File: src/rtl/conv_pkg.sv
// Shared types and elaboration-time helpers for the streaming 2D convolution engine.
package conv_pkg;

  typedef enum logic [2:0] {
    ST_IDLE,
    ST_LOAD,
    ST_MAC,
    ST_EMIT,
    ST_DONE
  } conv_state_t;

  // Working widths for the shift/saturate helper; wide enough for any practical ACC_W.
  localparam int SAT_W = 128;
  localparam int RES_W = 64;

  function automatic int out_dim(input int size, input int size_ker, input int stride);
    return (stride < 1) ? 1 : ((size - size_ker) / stride + 1);
  endfunction

  function automatic int acc_width(input int width_bit, input int size_ker);
    return 2 * width_bit + $clog2(size_ker * size_ker);
  endfunction

  function automatic logic signed [RES_W-1:0] sat_shift(input logic signed [SAT_W-1:0] acc,
                                                        input int frac,
                                                        input int width_bit);
    logic signed [SAT_W-1:0] shifted;
    logic signed [SAT_W-1:0] max_v;
    logic signed [SAT_W-1:0] min_v;
    logic signed [SAT_W-1:0] res;
    shifted = acc >>> frac;
    max_v   = (SAT_W'(1) <<< (width_bit - 1)) - SAT_W'(1);
    min_v   = ~max_v;
    if (shifted > max_v)      res = max_v;
    else if (shifted < min_v) res = min_v;
    else                      res = shifted;
    return RES_W'(res);
  endfunction

endpackage

File: src/rtl/conv_mac_sat.sv
// Single shared multiply-accumulate with clear/enable, followed by the
// arithmetic-shift and saturate stage that forms the output sample.
module conv_mac_sat
  import conv_pkg::*;
#(
  parameter int WIDTH_BIT = 16,
  parameter int ACC_W     = 36,
  parameter int FRAC      = 0
) (
  input  logic                        clock,
  input  logic                        nreset,
  input  logic                        i_clr,
  input  logic                        i_en,
  input  logic signed [WIDTH_BIT-1:0] i_pix,
  input  logic signed [WIDTH_BIT-1:0] i_coef,
  output logic signed [WIDTH_BIT-1:0] o_data
);

  logic signed [2*WIDTH_BIT-1:0] w_prod;
  logic signed [ACC_W-1:0]       w_prod_ext;
  logic signed [ACC_W-1:0]       r_acc;
  logic signed [SAT_W-1:0]       w_acc_ext;
  logic signed [RES_W-1:0]       w_sat;

  assign w_prod     = i_pix * i_coef;
  assign w_prod_ext = ACC_W'(w_prod);

  always_ff @(posedge clock or negedge nreset) begin
    if (!nreset) begin
      r_acc <= '0;
    end else if (i_clr) begin
      r_acc <= '0;
    end else if (i_en) begin
      r_acc <= r_acc + w_prod_ext;
    end
  end

  // Accumulator is held during EMIT, so the output stays stable under backpressure.
  assign w_acc_ext = SAT_W'(r_acc);
  assign w_sat     = sat_shift(w_acc_ext, FRAC, WIDTH_BIT);
  assign o_data    = WIDTH_BIT'(w_sat);

endmodule

File: src/rtl/conv2_stream.sv
// Streaming valid-mode 2D correlation: captures image and kernel on start, walks
// output windows row-major through one shared MAC and emits each result on a valid/ready port.
module conv2_stream
  import conv_pkg::*;
#(
  parameter int SIZE      = 8,
  parameter int SIZEKer   = 3,
  parameter int WIDTH_BIT = 16,
  parameter int STRIDE    = 1,
  parameter int FRAC      = 0
) (
  input  logic                        clock,
  input  logic                        nreset,
  input  logic                        start,
  input  logic signed [WIDTH_BIT-1:0] inpMatrixI [SIZE][SIZE],
  input  logic signed [WIDTH_BIT-1:0] inpKernel  [SIZEKer][SIZEKer],
  output logic                        busy,
  output logic                        done,
  output logic                        outValid,
  input  logic                        outReady,
  output logic signed [WIDTH_BIT-1:0] outData,
  output logic [$clog2(out_dim(SIZE, SIZEKer, STRIDE)):0] outRow,
  output logic [$clog2(out_dim(SIZE, SIZEKer, STRIDE)):0] outCol,
  output logic                        outLast
);

  localparam int OUT   = out_dim(SIZE, SIZEKer, STRIDE);
  localparam int ACC_W = acc_width(WIDTH_BIT, SIZEKer);
  localparam int RC_W  = $clog2(OUT) + 1;
  localparam int IDX_W = (SIZE > 1) ? $clog2(SIZE) : 1;
  localparam int KI_W  = (SIZEKer > 1) ? $clog2(SIZEKer) : 1;

  localparam logic [KI_W-1:0] KI_LAST = KI_W'(SIZEKer - 1);
  localparam logic [RC_W-1:0] RC_LAST = RC_W'(OUT - 1);

  if (STRIDE < 1) begin : g_bad_stride
    $error("conv2_stream: STRIDE must be at least 1");
  end
  if (SIZEKer > SIZE) begin : g_bad_ker
    $error("conv2_stream: SIZEKer must not exceed SIZE");
  end
  if (FRAC >= WIDTH_BIT) begin : g_bad_frac
    $error("conv2_stream: FRAC must be below WIDTH_BIT");
  end

  conv_state_t r_state;
  conv_state_t w_state_nxt;

  logic signed [WIDTH_BIT-1:0] r_img [SIZE][SIZE];
  logic signed [WIDTH_BIT-1:0] r_ker [SIZEKer][SIZEKer];

  logic [KI_W-1:0]  r_ki;
  logic [KI_W-1:0]  r_kj;
  logic [RC_W-1:0]  r_row;
  logic [RC_W-1:0]  r_col;
  logic [IDX_W-1:0] w_ir;
  logic [IDX_W-1:0] w_ic;

  logic w_accept;
  logic w_fire;
  logic w_last_term;
  logic w_last_out;
  logic w_clr;
  logic w_en;
  logic signed [WIDTH_BIT-1:0] w_pix;
  logic signed [WIDTH_BIT-1:0] w_coef;

  assign w_accept    = start && ((r_state == ST_IDLE) || (r_state == ST_DONE));
  assign w_fire      = (r_state == ST_EMIT) && outReady;
  assign w_last_term = (r_ki == KI_LAST) && (r_kj == KI_LAST);
  assign w_last_out  = (r_row == RC_LAST) && (r_col == RC_LAST);

  always_ff @(posedge clock or negedge nreset) begin
    if (!nreset) begin
      r_state <= ST_IDLE;
    end else begin
      r_state <= w_state_nxt;
    end
  end

  always_comb begin
    w_state_nxt = r_state;
    case (r_state)
      ST_IDLE, ST_DONE: if (start) w_state_nxt = ST_LOAD;
      ST_LOAD:          w_state_nxt = ST_MAC;
      ST_MAC:           if (w_last_term) w_state_nxt = ST_EMIT;
      ST_EMIT: begin
        if (outReady) w_state_nxt = w_last_out ? ST_DONE : ST_MAC;
      end
      default:          w_state_nxt = ST_IDLE;
    endcase
  end

  // Image and kernel are plain data: loaded only on an accepted start, never cleared.
  always_ff @(posedge clock) begin
    if (w_accept) begin
      r_img <= inpMatrixI;
      r_ker <= inpKernel;
    end
  end

  always_ff @(posedge clock or negedge nreset) begin
    if (!nreset) begin
      r_ki  <= '0;
      r_kj  <= '0;
      r_row <= '0;
      r_col <= '0;
    end else begin
      case (r_state)
        ST_LOAD: begin
          r_ki  <= '0;
          r_kj  <= '0;
          r_row <= '0;
          r_col <= '0;
        end
        ST_MAC: begin
          if (r_kj == KI_LAST) begin
            r_kj <= '0;
            r_ki <= (r_ki == KI_LAST) ? '0 : r_ki + KI_W'(1);
          end else begin
            r_kj <= r_kj + KI_W'(1);
          end
        end
        ST_EMIT: begin
          if (outReady && !w_last_out) begin
            if (r_col == RC_LAST) begin
              r_col <= '0;
              r_row <= r_row + RC_W'(1);
            end else begin
              r_col <= r_col + RC_W'(1);
            end
          end
        end
        default: ;
      endcase
    end
  end

  assign w_ir   = IDX_W'(int'(r_row) * STRIDE + int'(r_ki));
  assign w_ic   = IDX_W'(int'(r_col) * STRIDE + int'(r_kj));
  assign w_pix  = r_img[w_ir][w_ic];
  assign w_coef = r_ker[r_ki][r_kj];
  assign w_clr  = (r_state == ST_LOAD) || w_fire;
  assign w_en   = (r_state == ST_MAC);

  conv_mac_sat #(
    .WIDTH_BIT(WIDTH_BIT),
    .ACC_W    (ACC_W),
    .FRAC     (FRAC)
  ) u_mac (
    .clock  (clock),
    .nreset (nreset),
    .i_clr  (w_clr),
    .i_en   (w_en),
    .i_pix  (w_pix),
    .i_coef (w_coef),
    .o_data (outData)
  );

  assign busy     = (r_state == ST_LOAD) || (r_state == ST_MAC) || (r_state == ST_EMIT);
  assign done     = (r_state == ST_DONE);
  assign outValid = (r_state == ST_EMIT);
  assign outLast  = outValid && w_last_out;
  assign outRow   = r_row;
  assign outCol   = r_col;

endmodule
File: config.mk
export PLATFORM = sky130hd
export DESIGN_NAME = conv2_stream
export DESIGN_NICKNAME = d
export VERILOG_FILES = /design/src/rtl/conv_pkg.sv /design/src/rtl/conv_mac_sat.sv /design/src/rtl/conv2_stream.sv
export SDC_FILE = /design/constraint.sdc
export NUM_CORES = 2
export LEC_CHECK = 0
export CAP_MARGIN = 25
export CORE_AREA = 4 4 460 462
export DETAILED_ROUTE_END_ITERATION = 8
export DIE_AREA = 0 0 464 466
export PLACE_DENSITY = 0.45
export SKIP_CTS_REPAIR_TIMING = 1
export SLEW_MARGIN = 20
export SYNTH_ARGS = -nofsm -noshare
export SYNTH_HDL_FRONTEND = slang
export SYNTH_HIERARCHICAL = 1
export SYNTH_SLANG_ARGS = --single-unit
File: constraint.sdc
create_clock -name clock -period 66 [get_ports clock]
set_input_delay 6.6 -clock clock [delete_from_list [all_inputs] [get_ports clock]]
set_output_delay 6.6 -clock clock [all_outputs]
set_load 0.02 [all_outputs]
# == Word-level counts from Yosys, hierarchy flattened ==
# Index checks and enable logic that the tools add are counted.
# totals
register_bits,1219
input_bits,1172
wordCells,163
# op_classes
add_sub_neg,7
multipliers,1
n_lt_le_gt_ge,6
eq_ne,14
mux,32
bitwise,4
n_reduce_logical,20
# ops
cell,n
128-bit binary-select mux with 3-bit select,1
128-bit 2-to-1 mux,2
48-bit binary-select mux with 2-bit select,1
16-bit 2-to-1 mux,6
48-bit 2-to-1 mux,2
36-bit 2-to-1 mux,2
16-bit binary-select mux with 3-bit select,1
36-bit by 32-bit adder with 36-bit output,1
36-bit by 16-bit greater-than comparator with 1-bit output (second input constant),1
36-bit by 16-bit less-than comparator with 1-bit output (second input constant),1
16-bit binary-select mux with 2-bit select,1
16-bit by 16-bit multiplier with 32-bit output,1
4-bit 2-to-1 mux,4
4-bit case mux with 2 select lines,2
3-bit 2-to-1 mux,4
3-bit case mux with 4 select lines,1
4-bit by 1-bit adder with 4-bit output (second input constant),2
4-bit by 3-bit equality test with 1-bit output (second input constant),2
4-bit greater-or-equal comparator (second input constant),2
3-bit NOT with 4-bit output,2
2-bit case mux with 2 select lines,2
3-bit by 2-bit adder with 3-bit output,2
3-bit by 2-bit equality test with 1-bit output (second input constant),2
3-bit greater-or-equal comparator (second input constant),2
16 further kinds,37

# == Longest topological paths before layout ==
# depth
ltp_word,12
ltp_mapped,36

# == By module ==
# The synthesis kept the hierarchy.
# modules_own_cells
module,n_inst,cells_each,area_per_inst_um2,seq_area_each_um2
conv2_stream,1,2344,45753.9,35449.0
conv_mac_sat,1,1494,13518.0,900.9

# == Least setup slack after synthesis ==
# No wires, ideal clock.
# synth_path
path_kind,input to register
startpoint,in start
endpoint,reg r_img[0] (netlist bit) (enable)
t_arrival_ns,29.205
path_slack_ns,35.288
stages,2
path_cell_list,nand2_1 -> inv_1
# synth_between
elab_chain_len,1
# synth_lines
element,line_no,rtl
"start, declared",conv2_stream.sv:14,"input logic start,"
1-bit logical AND,conv2_stream.sv:68,assign w_accept = start && ((r_state == ST_IDLE) || (r_state == ST_DONE));
named net w_accept,conv2_stream.sv:59,logic w_accept;
"end signal, assigned",conv2_stream.sv:97,r_img <= inpMatrixI;
"end, declared",conv2_stream.sv:49,logic signed [WIDTH_BIT-1:0] r_img [SIZE][SIZE];
# The timed path passes the listed nets, and every way through them passes these cells.
# A chain may end at the register's enable or synchronous reset.

# == Final worst setup path ==
# layout_path
startpoint,reg r_ki[1]
endpoint,reg u_mac.r_acc[22]
# layout_between
elab_chain_len,12
word_cells_on_any_way,19
classes_between,add/sub (2); mul (1); mux (14); bitwise (2)
# layout_lines
element,line_no,rtl
"start, declared",conv2_stream.sv:52,logic [KI_W-1:0] r_ki;
"start signal, assigned",conv2_stream.sv:119,r_ki <= (r_ki == KI_LAST) ? '0 : r_ki + KI_W'(1);
3-bit by 2-bit adder with 3-bit output,conv2_stream.sv:139,assign w_ir = IDX_W'(int'(r_row) * STRIDE + int'(r_ki));
3-bit NOT with 4-bit output (implied by the code),conv2_stream.sv:141,assign w_pix = r_img[w_ir][w_ic];
128-bit binary-select mux with 3-bit select,conv2_stream.sv:141,
128-bit 2-to-1 mux (implied by the code) (2 in a row),conv2_stream.sv:141,
16-bit binary-select mux with 3-bit select,conv2_stream.sv:141,
16-bit 2-to-1 mux (implied by the code) (2 in a row),conv2_stream.sv:141,
named net w_pix[7],conv2_stream.sv:65,logic signed [WIDTH_BIT-1:0] w_pix;
16-bit by 16-bit multiplier with 32-bit output,conv_mac_sat.sv:25,assign w_prod = i_pix * i_coef;
36-bit by 32-bit adder with 36-bit output,conv_mac_sat.sv:34,r_acc <= r_acc + w_prod_ext;
36-bit 2-to-1 mux,conv_mac_sat.sv:33,end else if (i_en) begin
36-bit 2-to-1 mux,conv_mac_sat.sv:31,end else if (i_clr) begin
"end signal, assigned",conv_mac_sat.sv:34,
"end, declared",conv_mac_sat.sv:21,logic signed [ACC_W-1:0] r_acc;
# The timed path passes the listed nets, and every way through them passes these cells. The select of a mux whose other input is x is not followed.

==> out/summary.txt <==
CP peak stage delay = 1.35 ns
RSZ-0062 raised after global routing = false
Total GRT Usage = 23.90%
Crit path max fanout = 32
Final hold violation count = 0
Post-synth top area cell = edfxtp_1
Clock buffer depth = 3
Starting Density = 28.62%
Mapped Cells = 3838
Critical path capture point type = register
Clock Skew = 0.06696 ns
Overflow left after global routing = 0
# DRC = 0
Die area = 216200 sq um
CTS Sinks = 1219
Fin. max-slew vios = 0
Initial antenna violation count = 237
Worst r2r src = r_ki[1]
Die Span Y = 466 um
Sequential cell area fraction in the yosys report = 61.33%
Core Rows = 167
Worst r2r path cells = 29
Period utilization = 17.77%
CP max-delay cell = fa_4
DRT antenna net count = 0
Fill cells = 19620
Minimum clock period = 11.73 ns
Status = complete, no violations
Area delta synth->final = 34.54%
I/O pin cnt = 1200
CP arrival = 12.36 ns
IO Port Bufs = 1199
Root Driver = clkbuf_16
Worst-path clk slew = 0.06 ns
CTS tree = yes
DRT Pass-1 Iters = 5
Iter 0 DRT Violations = 3068
Post-synth cell types = 77
Largest net degree at the start of global routing = 187
Post-Syn Area per Cell = 15.44 sq um
Setup TNS = 0 ns
Fmax achieved = 85.28 MHz
Syn_nets = 5439
Drt via density = 4.771
RePlAce Congestion = 0.8774
WP depth = 29
Worst path required time = 66.63 ns
Core ar. = 207100 sq um
H-tree levels = 4
Drt total wl = 264000 um
Global-route wire length before repair = 350700 um
Wire per inst = 32.72 um
Later-pin clock latency in the skew report = 0.83 ns
Hold Path Class = reg -> reg
Worst reg2reg setup slack = 54.27 ns
Delay-heaviest family, CP = adder cells
# setup viols final = 0
Number of synthesized flops with an enable pin = 1168
Worst slew margin = 11.53%
Startpoint Class = register
Max cap viols = 0
Vias in the first global route = 40470
Tightest Pin Transition = 1.327 ns
Reg-to-Reg End = u_mac/r_acc[22]
Cts bufs inserted = 147
Share of the synthesized area in the top cell type = 59.17%
Synthesized cell area = 59270 sq um
Final HPWL DP = 212900 um
Total number of vias = 38500
End of the critical path = u_mac/r_acc[22]
Commonest cells post-synth = 1168 x edfxtp_1, 407 x inv_1, 373 x nand2_1, 316 x fa_1, 200 x mux4_2
Post-synth top flop = edfxtp_1
Share of cells above drive strength 1 = 10.55%
Final #Nets = 6693
CP bufs+invs = 8
Top-count cell post-synth = edfxtp_1
Share of flip-flops with an asynchronous set or reset = 4.184%
Top area cells in the synthesized netlist = edfxtp_1 59%, fa_1 11%, mux4_2 7.6%, mux2i_1 2.6%, inv_1 2.6%
CP Launch Point = r_ki[1]
#FFs+latches synth = 1219
CP Class = reg -> reg
Die X = 464 um
Yosys warns = 6
==> registers in the layout, summed over array words and instances, names as in the netlist <==
| name | cells |
|---|---|
| r_img | 1024 |
| r_ker | 144 |
| u_mac/r_acc | 36 |
| outCol | 4 |
| outRow | 4 |
| r_state | 3 |
| r_ki | 2 |
| r_kj | 2 |
==> worst min-delay path by stage <==
stage | from | to | slack (ns) | depth (start not counted)
after floorplan | r_state[2] | r_state[1] | 0.50 | 1
after global placement | outCol[3] | outCol[3] | 0.54 | 2
after detailed placement | outCol[3] | outCol[3] | 0.55 | 2
after CTS | outCol[3] | outCol[3] | 0.56 | 2
after global routing | outRow[3] | outRow[3] | 0.60 | 2
final | outCol[3] | outCol[3] | 0.56 | 2
==> per-stage QoR <==
stage                     hold WS [ns]  cell area (sq um)  instances  util (%)  worst slack [ns]
after detailed placement        0.5455              74860       7728     36.15             54.14
after CTS                       0.5633              79500       7997     38.39             54.11
after global placement          0.5405              74800       7725     36.12             54.11
final                           0.5592              79740       8070     38.51             54.27
after floorplan                 0.4983              59270       3838         -             35.29
after global routing            0.5998              79630       8026     38.46             53.70
==> layer usage <==
metal	share of wire, %	wire [um]	global-route usage, %
met2	52	136300	42.29
met4	2.8	7381	6.663
met1	38	100300	27.85
met3	7.3	19200	7.541
met5	0.30	783	0
==> final cells by class <==
type,count,area [sq um],share of cell area (%)
sequential,1219,36350,45.59
multi-input combinational,2023,20730,25.99
timing repair buffer,1293,12810,16.07
clock buffer,181,3806,4.773
tap,2788,3488,4.375
inverter,408,1539,1.930
clock inverter,88,838.3,1.051
antenna,70,175.2,0.2197
==> layout by cell type, fill, tap and decap left out, types with 7 or more instances in the layout <==
cell type,instances
clkdlybuf4s50_1,1198
edfxtp_1,1168
inv_1,406
nand2_1,372
fa_1,314
mux4_2,200
mux2i_1,155
clkbuf_16,147
and2_1,130
nor2_1,123
ha_1,111
nand3_1,99
buf_4,85
o21ai_0,74
diode_2,70
a21oi_1,67
dfrtp_1,49
clkbuf_1,34
clkinv_1,34
clkinv_2,27
o22ai_1,26
o211ai_1,23
a31oi_1,23
a211oi_1,19
nor3_1,19
xnor2_1,19
nor2b_1,16
and3_1,15
a21o_1,15
a221oi_1,13
nand4_1,11
a32oi_1,10
nor4_1,10
mux2_2,9
o31ai_1,9
nand2b_1,8
clkinv_16,8
o21a_1,8
xor2_1,8
o2111ai_1,7
==> cells by family (layout without fill, tap and decap cells) <==
| family | after synthesis | count (layout) | share of synthesized area (%) |
|---|---|---|---|
| adder cells (fa/ha/maj) | 429 | 429 | 13.06 |
| flip-flops | 1219 | 1219 | 61.33 |
| AND/OR/NAND/NOR | 838 | 838 | 6.569 |
| XOR/XNOR | 31 | 31 | 0.4897 |
| multiplexers | 364 | 364 | 10.39 |
| other | 0 | 70 | 0 |
| buffers and inverters | 596 | 1970 | 4.002 |
| AO/OA/AOI/OAI | 361 | 361 | 4.165 |
==> worst min-delay path, stage by stage, from the launching register on <==
cell	delay [ns]
dfrtp_1	0.40
nand2_1	0.06
o21ai_0	0.07
Power is not shown: default switching activity piles up to over one toggle a cycle in this logic, so the estimate is an artifact.
